==> config.mk <==
export PLATFORM = sky130hd
export DESIGN_NAME = alu_inst_issuer
export DESIGN_NICKNAME = d
export VERILOG_FILES = /design/src/rtl/alu_pkg.sv /design/src/rtl/alu_inst_encoder.sv /design/src/rtl/alu_inst_issuer.sv
export SDC_FILE = /design/constraint.sdc
export NUM_CORES = 1
export LEC_CHECK = 0
export CORE_MARGIN = 2
export CORE_UTILIZATION = 40
export CTS_BUF_LIST = sky130_fd_sc_hd__clkbuf_2 sky130_fd_sc_hd__clkbuf_4 sky130_fd_sc_hd__clkbuf_8
export DETAILED_ROUTE_END_ITERATION = 10
export PLACE_DENSITY = 0.88
export SYNTH_ARGS = -nofsm -noshare
export SYNTH_HDL_FRONTEND = slang
export SYNTH_SLANG_ARGS = --single-unit
==> constraint.sdc <==
create_clock -name clk -period 3.8 [get_ports clk]
set_input_delay 0.76 -clock clk [delete_from_list [all_inputs] [get_ports clk]]
set_output_delay 0.76 -clock clk [all_outputs]
set_load 0.02 [all_outputs]
==> src/rtl/alu_pkg.sv <==
// Shared definitions for the alu_32 request issuer: op codes, RV32I/M
// opcode and funct fields, flag bit positions and FSM state encoding.
package alu_pkg;

  typedef enum logic [4:0] {
    OP_ADD    = 5'd0,
    OP_SUB    = 5'd1,
    OP_SLL    = 5'd2,
    OP_SLT    = 5'd3,
    OP_SLTU   = 5'd4,
    OP_XOR    = 5'd5,
    OP_SRL    = 5'd6,
    OP_SRA    = 5'd7,
    OP_OR     = 5'd8,
    OP_AND    = 5'd9,
    OP_MUL    = 5'd10,
    OP_MULH   = 5'd11,
    OP_MULHSU = 5'd12,
    OP_MULHU  = 5'd13,
    OP_BEQ    = 5'd14,
    OP_BNE    = 5'd15,
    OP_BLT    = 5'd16,
    OP_BGE    = 5'd17,
    OP_BLTU   = 5'd18,
    OP_BGEU   = 5'd19
  } alu_op_e;

  // Major opcodes
  localparam logic [6:0] OPC_OP     = 7'b0110011;
  localparam logic [6:0] OPC_OP_IMM = 7'b0010011;
  localparam logic [6:0] OPC_BRANCH = 7'b1100011;

  // funct7 variants
  localparam logic [6:0] F7_BASE   = 7'b0000000;
  localparam logic [6:0] F7_ALT    = 7'b0100000;
  localparam logic [6:0] F7_MULDIV = 7'b0000001;

  // funct3 for integer ops
  localparam logic [2:0] F3_ADD  = 3'b000;
  localparam logic [2:0] F3_SLL  = 3'b001;
  localparam logic [2:0] F3_SLT  = 3'b010;
  localparam logic [2:0] F3_SLTU = 3'b011;
  localparam logic [2:0] F3_XOR  = 3'b100;
  localparam logic [2:0] F3_SR   = 3'b101;
  localparam logic [2:0] F3_OR   = 3'b110;
  localparam logic [2:0] F3_AND  = 3'b111;

  // funct3 for M extension
  localparam logic [2:0] F3_MUL    = 3'b000;
  localparam logic [2:0] F3_MULH   = 3'b001;
  localparam logic [2:0] F3_MULHSU = 3'b010;
  localparam logic [2:0] F3_MULHU  = 3'b011;

  // funct3 for branches
  localparam logic [2:0] F3_BEQ  = 3'b000;
  localparam logic [2:0] F3_BNE  = 3'b001;
  localparam logic [2:0] F3_BLT  = 3'b100;
  localparam logic [2:0] F3_BGE  = 3'b101;
  localparam logic [2:0] F3_BLTU = 3'b110;
  localparam logic [2:0] F3_BGEU = 3'b111;

  // Bit positions inside rsp_flags = {cmp,n,v,z}
  localparam int FLAG_Z   = 0;
  localparam int FLAG_V   = 1;
  localparam int FLAG_N   = 2;
  localparam int FLAG_CMP = 3;

  typedef enum logic [1:0] {
    ST_IDLE  = 2'd0,
    ST_ISSUE = 2'd1,
    ST_RESP  = 2'd2
  } issuer_state_e;

endpackage

==> src/rtl/alu_inst_encoder.sv <==
// Combinational translation of an abstract ALU request into the RV32I/M
// instruction word alu_32 decodes. rd/rs1/rs2 are always zero because
// operands reach alu_32 directly on its a/b ports.
module alu_inst_encoder
  import alu_pkg::*;
(
  input  logic [4:0]  op_i,
  input  logic [11:0] imm_i,
  input  logic        use_imm_i,
  output logic [31:0] inst_o,
  output logic        illegal_o
);

  logic [2:0] funct3_s;
  logic [6:0] funct7_s;
  logic       known_s;
  logic       branch_s;
  logic       imm_ok_s;
  logic       shift_s;

  // Classify the op and pick its funct3/funct7 fields
  always_comb begin
    funct3_s = F3_ADD;
    funct7_s = F7_BASE;
    known_s  = 1'b1;
    branch_s = 1'b0;
    imm_ok_s = 1'b1;
    shift_s  = 1'b0;
    case (op_i)
      OP_ADD:    funct3_s = F3_ADD;
      OP_SUB:    begin funct3_s = F3_ADD; funct7_s = F7_ALT; imm_ok_s = 1'b0; end
      OP_SLL:    begin funct3_s = F3_SLL; shift_s = 1'b1; end
      OP_SLT:    funct3_s = F3_SLT;
      OP_SLTU:   funct3_s = F3_SLTU;
      OP_XOR:    funct3_s = F3_XOR;
      OP_SRL:    begin funct3_s = F3_SR; shift_s = 1'b1; end
      OP_SRA:    begin funct3_s = F3_SR; funct7_s = F7_ALT; shift_s = 1'b1; end
      OP_OR:     funct3_s = F3_OR;
      OP_AND:    funct3_s = F3_AND;
      OP_MUL:    begin funct3_s = F3_MUL;    funct7_s = F7_MULDIV; imm_ok_s = 1'b0; end
      OP_MULH:   begin funct3_s = F3_MULH;   funct7_s = F7_MULDIV; imm_ok_s = 1'b0; end
      OP_MULHSU: begin funct3_s = F3_MULHSU; funct7_s = F7_MULDIV; imm_ok_s = 1'b0; end
      OP_MULHU:  begin funct3_s = F3_MULHU;  funct7_s = F7_MULDIV; imm_ok_s = 1'b0; end
      OP_BEQ:    begin funct3_s = F3_BEQ;  branch_s = 1'b1; imm_ok_s = 1'b0; end
      OP_BNE:    begin funct3_s = F3_BNE;  branch_s = 1'b1; imm_ok_s = 1'b0; end
      OP_BLT:    begin funct3_s = F3_BLT;  branch_s = 1'b1; imm_ok_s = 1'b0; end
      OP_BGE:    begin funct3_s = F3_BGE;  branch_s = 1'b1; imm_ok_s = 1'b0; end
      OP_BLTU:   begin funct3_s = F3_BLTU; branch_s = 1'b1; imm_ok_s = 1'b0; end
      OP_BGEU:   begin funct3_s = F3_BGEU; branch_s = 1'b1; imm_ok_s = 1'b0; end
      default:   begin known_s = 1'b0; imm_ok_s = 1'b0; end
    endcase
  end

  // Assemble the instruction word for the selected format
  always_comb begin
    inst_o    = 32'h0000_0000;
    illegal_o = 1'b0;
    if (!known_s || (use_imm_i && !imm_ok_s)) begin
      illegal_o = 1'b1;
    end else if (branch_s) begin
      // inst[30] steers alu_32 onto its subtract path for the compare
      inst_o = {1'b0, 1'b1, 5'b00000, 5'b00000, 5'b00000, funct3_s, 5'b00000, OPC_BRANCH};
    end else if (use_imm_i) begin
      if (shift_s) begin
        inst_o = {funct7_s, imm_i[4:0], 5'b00000, funct3_s, 5'b00000, OPC_OP_IMM};
      end else begin
        inst_o = {imm_i, 5'b00000, funct3_s, 5'b00000, OPC_OP_IMM};
      end
    end else begin
      inst_o = {funct7_s, 5'b00000, 5'b00000, funct3_s, 5'b00000, OPC_OP};
    end
  end

endmodule

==> src/rtl/alu_inst_issuer.sv <==
// Initiator for alu_32: accepts one request at a time, drives a/b/inst,
// lets the ALU settle, then holds the captured result until consumed.
module alu_inst_issuer
  import alu_pkg::*;
#(
  parameter int WIDTH         = 32,
  parameter int SETTLE_CYCLES = 1
) (
  input  logic             clk,
  input  logic             rst,
  input  logic             req_valid,
  output logic             req_ready,
  input  logic [4:0]       req_op,
  input  logic [WIDTH-1:0] req_a,
  input  logic [WIDTH-1:0] req_b,
  input  logic [11:0]      req_imm,
  input  logic             req_use_imm,
  output logic [WIDTH-1:0] alu_a,
  output logic [WIDTH-1:0] alu_b,
  output logic [31:0]      alu_inst,
  input  logic [WIDTH-1:0] alu_out,
  input  logic             alu_z,
  input  logic             alu_v,
  input  logic             alu_n,
  input  logic             alu_cmp,
  output logic             rsp_valid,
  input  logic             rsp_ready,
  output logic [WIDTH-1:0] rsp_result,
  output logic [3:0]       rsp_flags,
  output logic             rsp_illegal
);

  localparam int CNT_W = (SETTLE_CYCLES > 1) ? $clog2(SETTLE_CYCLES) : 1;
  localparam logic [CNT_W-1:0] CNT_LAST = CNT_W'(SETTLE_CYCLES - 1);

  issuer_state_e    state_q;
  logic [CNT_W-1:0] cnt_q;
  logic [WIDTH-1:0] alu_a_q;
  logic [WIDTH-1:0] alu_b_q;
  logic [31:0]      alu_inst_q;
  logic             rsp_valid_q;
  logic [WIDTH-1:0] rsp_result_q;
  logic [3:0]       rsp_flags_q;
  logic             rsp_illegal_q;

  logic [WIDTH-1:0] alu_b_d;
  logic [3:0]       flags_d;
  logic [31:0]      enc_inst_s;
  logic             enc_illegal_s;

  alu_inst_encoder u_encoder (
    .op_i      (req_op),
    .imm_i     (req_imm),
    .use_imm_i (req_use_imm),
    .inst_o    (enc_inst_s),
    .illegal_o (enc_illegal_s)
  );

  // Second ALU operand: register operand or sign-extended immediate
  always_comb begin
    alu_b_d = req_b;
    if (req_use_imm) begin
      alu_b_d = {{(WIDTH-12){req_imm[11]}}, req_imm};
    end else begin
      alu_b_d = req_b;
    end
  end

  // Pack alu_32 flags into the response flag layout
  always_comb begin
    flags_d           = 4'b0000;
    flags_d[FLAG_Z]   = alu_z;
    flags_d[FLAG_V]   = alu_v;
    flags_d[FLAG_N]   = alu_n;
    flags_d[FLAG_CMP] = alu_cmp;
  end

  // Request/settle/response sequencing and all held outputs
  always_ff @(posedge clk) begin
    if (rst) begin
      state_q       <= ST_IDLE;
      cnt_q         <= '0;
      alu_a_q       <= '0;
      alu_b_q       <= '0;
      alu_inst_q    <= 32'h0000_0000;
      rsp_valid_q   <= 1'b0;
      rsp_result_q  <= '0;
      rsp_flags_q   <= 4'b0000;
      rsp_illegal_q <= 1'b0;
    end else begin
      case (state_q)
        ST_IDLE: begin
          if (req_valid) begin
            if (enc_illegal_s) begin
              // Nothing reaches the ALU; answer immediately
              rsp_valid_q   <= 1'b1;
              rsp_illegal_q <= 1'b1;
              rsp_result_q  <= '0;
              rsp_flags_q   <= 4'b0000;
              state_q       <= ST_RESP;
            end else begin
              alu_a_q    <= req_a;
              alu_b_q    <= alu_b_d;
              alu_inst_q <= enc_inst_s;
              cnt_q      <= '0;
              state_q    <= ST_ISSUE;
            end
          end else begin
            state_q <= ST_IDLE;
          end
        end
        ST_ISSUE: begin
          if (cnt_q == CNT_LAST) begin
            rsp_valid_q   <= 1'b1;
            rsp_illegal_q <= 1'b0;
            rsp_result_q  <= alu_out;
            rsp_flags_q   <= flags_d;
            cnt_q         <= '0;
            state_q       <= ST_RESP;
          end else begin
            cnt_q <= cnt_q + CNT_W'(1);
          end
        end
        ST_RESP: begin
          if (rsp_ready) begin
            rsp_valid_q <= 1'b0;
            state_q     <= ST_IDLE;
          end else begin
            state_q <= ST_RESP;
          end
        end
        default: begin
          state_q     <= ST_IDLE;
          rsp_valid_q <= 1'b0;
        end
      endcase
    end
  end

  // Ready is suppressed while reset is asserted even though the state is IDLE
  assign req_ready   = (state_q == ST_IDLE) && !rst;
  assign alu_a       = alu_a_q;
  assign alu_b       = alu_b_q;
  assign alu_inst    = alu_inst_q;
  assign rsp_valid   = rsp_valid_q;
  assign rsp_result  = rsp_result_q;
  assign rsp_flags   = rsp_flags_q;
  assign rsp_illegal = rsp_illegal_q;

endmodule

# Yosys cells after proc, flatten, opt, wreduce, memory -nomap -nowiden
# Index checks and enable logic that the tools add are counted.
[op_classes]
addsub = 1
eq_ne = 26
n_mux = 36
bitwise = 1
reduce_logical = 26
[op_table]
columns = ["cell", "n"]
rows = [
  ["two-way mux 32 bit", 8],
  ["case mux 32 bit (2 select lines)", 1],
  ["equality test 5 x 4 -> 1 bit, second input constant", 8],
  ["case mux 3 bit (7 select lines)", 1],
  ["equality test 5 x 3 -> 1 bit, second input constant", 4],
  ["equality test 5 bit, second input constant", 4],
  ["OR reduction 20 bit", 1],
  ["two-way mux 1 bit", 13],
  ["two-way mux 4 bit", 3],
  ["case mux 6 bit (2 select lines)", 1],
  ["OR reduction 2 bit", 6],
  ["equality test 5 x 2 -> 1 bit, second input constant", 2],
  ["inequality test 2 bit, second input constant", 5],
  ["OR reduction 3 bit", 3],
  ["OR reduction 9 bit", 1],
  ["two-way mux 2 bit", 4],
  ["case mux 4 bit (2 select lines)", 1],
  ["AND reduction 4 bit", 2],
  ["case mux 2 bit (3 select lines)", 1],
  ["AND reduction 3 bit", 2],
  ["OR reduction 6 bit", 1],
  ["equality test 5 x 1 -> 1 bit, second input constant", 1],
  ["logical NOT 5 bit", 1],
  ["case mux 1 bit (2 select lines)", 2],
  ["11 further kinds", 14],
]
[totals]
regBits = 137
input_bits = 122
out_inout_bits = 135
elab_cells = 99

# Longest topological paths before layout
[depth]
depth_word = 10
mapped_depth = 7
mapped_depth_nobuf = 4

# Modules after synthesis
# Synthesis repeated with hierarchy kept, for this count alone.
[unflattened]
cells_unflattened = 613
area_unflattened_um2 = 5380.2
[by_module_without_submodules]
columns = ["mod", "instances", "cells_per_inst", "area_each_um2", "seq_area_each_um2"]
rows = [
  ["alu_inst_issuer", 1, 523, 4818.4, 2722.6],
  ["alu_inst_encoder", 1, 90, 561.8, 0.0],
]

# Worst setup path after synthesis
# No wires, ideal clock.
[synth_path]
path_kind = "input port to output port"
startpoint = "input rst"
endpoint = "output req_ready"
arrival_ns = 1.821
t_required_ns = 3.040
slack_ns = 1.219
cell_stages = 4
path_buffers = 3
path_cell_list = "clkbuf_1 -> clkbuf_1 -> buf_1 -> nor3_1"
[synth_via]
elab_chain_cells = 2
[synth_lines]
columns = ["element", "line", "rtl"]
rows = [
  ["start: declaration", "alu_inst_issuer.sv:10", "input logic rst,"],
  ["logical NOT 1 bit", "alu_inst_issuer.sv:141", "assign req_ready = (state_q == ST_IDLE) && !rst;"],
  ["logical AND 1 bit", "alu_inst_issuer.sv:141", ""],
  ["end: declaration", "alu_inst_issuer.sv:12", "output logic req_ready,"],
]
# No other way between the ends.

# Worst setup path in the final report
[layout_path]
startpoint = "input req_op[3]"
endpoint = "register alu_inst_q[25], in the netlist alu_inst[25]"
[layout_via]
elab_chain_cells = 9
word_cells_on_any_way = 42
classes_between = "eq/ne (19); mux (10); bitwise (1); reduce/logical (12)"
[layout_lines]
columns = ["element", "line", "rtl"]
rows = [
  ["start: declaration", "alu_inst_issuer.sv:13", "input logic [4:0] req_op,"],
  ["equality test 5 x 2 -> 1 bit, or another cell as far along", "alu_inst_encoder.sv:29", "case (op_i)"],
  ["OR reduction 9 bit (no source line)", "n/a", ""],
  ["two-way mux 1 bit", "alu_inst_encoder.sv:29", ""],
  ["logical NOT 1 bit", "alu_inst_encoder.sv:58", "if (!known_s || (use_imm_i && !imm_ok_s)) begin"],
  ["logical AND 1 bit", "alu_inst_encoder.sv:58", ""],
  ["logical OR 1 bit", "alu_inst_encoder.sv:58", ""],
  ["two-way mux 1 bit", "alu_inst_encoder.sv:58", ""],
  ["NOT 1 bit (no source line)", "n/a", ""],
  ["AND reduction 3 bit (no source line)", "n/a", ""],
  ["end signal: assignment", "alu_inst_issuer.sv:104", "alu_inst_q <= enc_inst_s;"],
  ["end: declaration", "alu_inst_issuer.sv:40", "logic [31:0] alu_inst_q;"],
]
# Parallel ways exist; a longest one is shown, timed or not.
# A chain may end at the register's enable or synchronous reset.

==> impl_metrics.json <==
{
  "irDropWorstVdd_v": 0.000291,
  "regToRegStartpoint": "state_q[1]$_SDFF_PP0_",
  "min_from": "rsp_valid$_SDFFE_PP0P_",
  "yosysTopAreaCell": "dfxtp_1",
  "grt_usage_pct": 24.1,
  "r2r_slack_ns": 1.77,
  "hp-class": "reg2reg",
  "fmax_mhz": 344,
  "synth.distinct_cells": 47,
  "diodes": 0,
  "avgSynthCellArea_um2": 9.99,
  "fp.coreArea_um2": 12700,
  "wl_mm": 17.5,
  "remaining_drc_errors": 0,
  "setup_viol_count_final": 0,
  "ys_warn_count": 0,
  "dp_slack_ns": 0.537,
  "drt_iter0_markers": 427,
  "cts.hold.buffers_added": 0,
  "row_count": 41,
  "place_congestion": 0.828,
  "io_buffers": 244,
  "clock_path_buffers": 2,
  "setup_slack_ns": 0.896,
  "fillerInstances": 1011,
  "start_util_pct": 41.3,
  "syn_inst": 526,
  "viasPerCell": 5.68,
  "ant_nets": 0,
  "grt_pass1_wl_mm": 27.1,
  "dieArea_um2": 14100,
  "critPathLaunchType": "primary input",
  "cp_max_fo": 16,
  "area_growth_pct": 54.2,
  "ios": 257,
  "synth_edf_count": 0,
  "grt_max_degree": 80,
  "path_clk_slew_ns": 0.07,
  "worstMarginPinSlew_ns": 1.16,
  "tritoncts": "built",
  "grt_pass1_vias": 5194,
  "grt-ovfl-total": 0,
  "status": "complete, no violations",
  "seq_area_frac_synth_pct": 46.9,
  "cts_root_buffer": "clkbuf_8",
  "leakagePower_nw": 2.94,
  "post-dp-hpwl_mm": 12.1,
  "crit_arrival_ns": 3.28,
  "critical_path_class": "in2reg",
  "startpoint": "req_op[3]",
  "async_flop_share_pct": 0,
  "tns_ns": 0,
  "synth_flop_cell": "dfxtp_1",
  "routedWlPerCell_um": 19.1,
  "synth_common_cells": "dfxtp_1, a31oi_1, a21oi_1, a22o_1, clkbuf_1",
  "grt_antenna_before_repair": 1,
  "hold_viol": 0,
  "rsz0062_at_grt": "no",
  "required_ns": 4.17,
  "vias": 5218,
  "drv_cap": 0,
  "ctsResizeCount": 0,
  "cts_max_level": 4,
  "post_cts_buffers": 0,
  "finalCritPeriodShare_pct": 76.4,
  "maxSlewViolCount": 0,
  "synth_seq_cells": 123,
  "p_per_area_nw_per_um2": 421,
  "die_x_um": 119,
  "netlist.area_leader.share_pct": 46.9,
  "slew-limit-headroom_pct": 22.4,
  "skew_ns": 0.00876,
  "netlist_area_um2": 5250,
  "cts.sinks": 123,
  "synth_most_common_cell": "dfxtp_1",
  "layout.nets": 856,
  "layout-drive-gt1-share_pct": 8.17,
  "numCtsBuffers": 17,
  "ys_top_cells_by_area": "dfxtp_1, a22o_1, mux2i_1",
  "clk_latency_ns": 0.43,
  "die_y_um": 119,
  "crit_path_end_kind": "flop",
  "drt_pass1_iterations": 5,
  "timing.final.crit_period_ns": 2.90
}
[metrics by stage]
| step | area [um^2] | util (%) | std cells | hold slack (ns) | total power, W |
|---|---|---|---|---|---|
| 2_1_floorplan | 5290 | - | 537 | 0.527 | 0.00182 |
| 6_report | 8100 | 63.7 | 919 | 0.462 | 0.00341 |
| 4_1_cts | 8100 | 63.7 | 919 | 0.465 | 0.00343 |
| 3_3_place_gp | 7660 | 60.2 | 887 | 0.448 | 0.00213 |
| 5_1_grt | 8100 | 63.7 | 919 | 0.483 | 0.00354 |
| 3_5_place_dp | 7660 | 60.2 | 887 | 0.443 | 0.00215 |
[metal layers]
| metal | global-route usage [%] | up-vias | part of all wire [%] |
|---|---|---|---|
| met1 | 28.1 | 2468 | 40 |
| li1 | - | 2438 | - |
| met2 | 39.5 | 261 | 48 |
| met3 | 9.12 | 49 | 8.2 |
| met5 | 0 | - | 0.097 |
| met4 | 10.5 | 2 | 3.3 |
[flip-flops by register name (all words and copies together) (netlist names)]
| register | flops |
|---|---|
| rsp_illegal | 1 |
| alu_inst | 19 |
| rsp_result | 32 |
| alu_b | 32 |
| rsp_flags | 4 |
| state_q | 2 |
| alu_a | 32 |
| rsp_valid | 1 |
[cells in the final DEF, fill, tap and decap left out, types with 3 or more instances in the layout]
master	Yosys	routed
nor2_1	4	4
nor2b_1	4	3
clkinv_2	0	4
nor3_1	5	5
a32o_1	10	10
a211oi_1	34	34
a21o_1	4	3
clkdlybuf4s50_1	0	242
a21oi_1	38	38
a22o_1	38	38
bufinv_16	0	4
inv_1	7	7
a31oi_1	40	40
conb_1	1	12
nand4_1	33	33
dfxtp_1	123	123
clkbuf_4	0	5
nand2_1	5	5
buf_4	13	14
clkbuf_8	0	19
mux2i_1	32	32
a311oi_1	4	4
o31ai_1	33	33
nand2b_1	3	3
[kinds of logic after synthesis]
family	after synthesis	synth area share, %
buf+inv	87	8.17
simple gates	68	8.62
other cells	1	0.0714
fa+ha+maj	1	0.191
flops	123	46.9
compound gates	212	29.6
mux	33	6.31
xor+xnor	1	0.167
[worst max-delay path, stage by stage]
cell             delay (ns)
clkdlybuf4s50_1        0.72
nor4b_4                0.49
o21ai_4                0.09
a31oi_1                0.94
a22o_1                 0.28
[layout make-up]
cell class,count,area (um^2),share of cell area [%]
clock inverter,8,140,1.73
timing repair buffer,258,2540,31.3
sequential,123,2460,30.4
clock buffer,24,299,3.69
inverter,7,26.3,0.324
multi-input combinational,327,2420,29.9
tap,172,215,2.66
[where the power goes]
part	internal (W)	total (W)	leakage, nW	switching, W
combinational	0.000338	0.000724	1.71	0.000387
sequential	0.00136	0.00140	1.00	0.0000429
clock	0.000782	0.00128	0.232	0.000497
[final timing paths]
check | to | depth (start not counted)
hold / removal | rsp_valid$_SDFFE_PP0P_ | 2
hold reg to reg | rsp_valid$_SDFFE_PP0P_ | 2
setup reg to reg | alu_inst[21]$_SDFFE_PP0P_ | 5
setup / recovery | alu_inst[25]$_SDFFE_PP0P_ | 5
No activity file was read; power rests on OpenSTA's default activity.
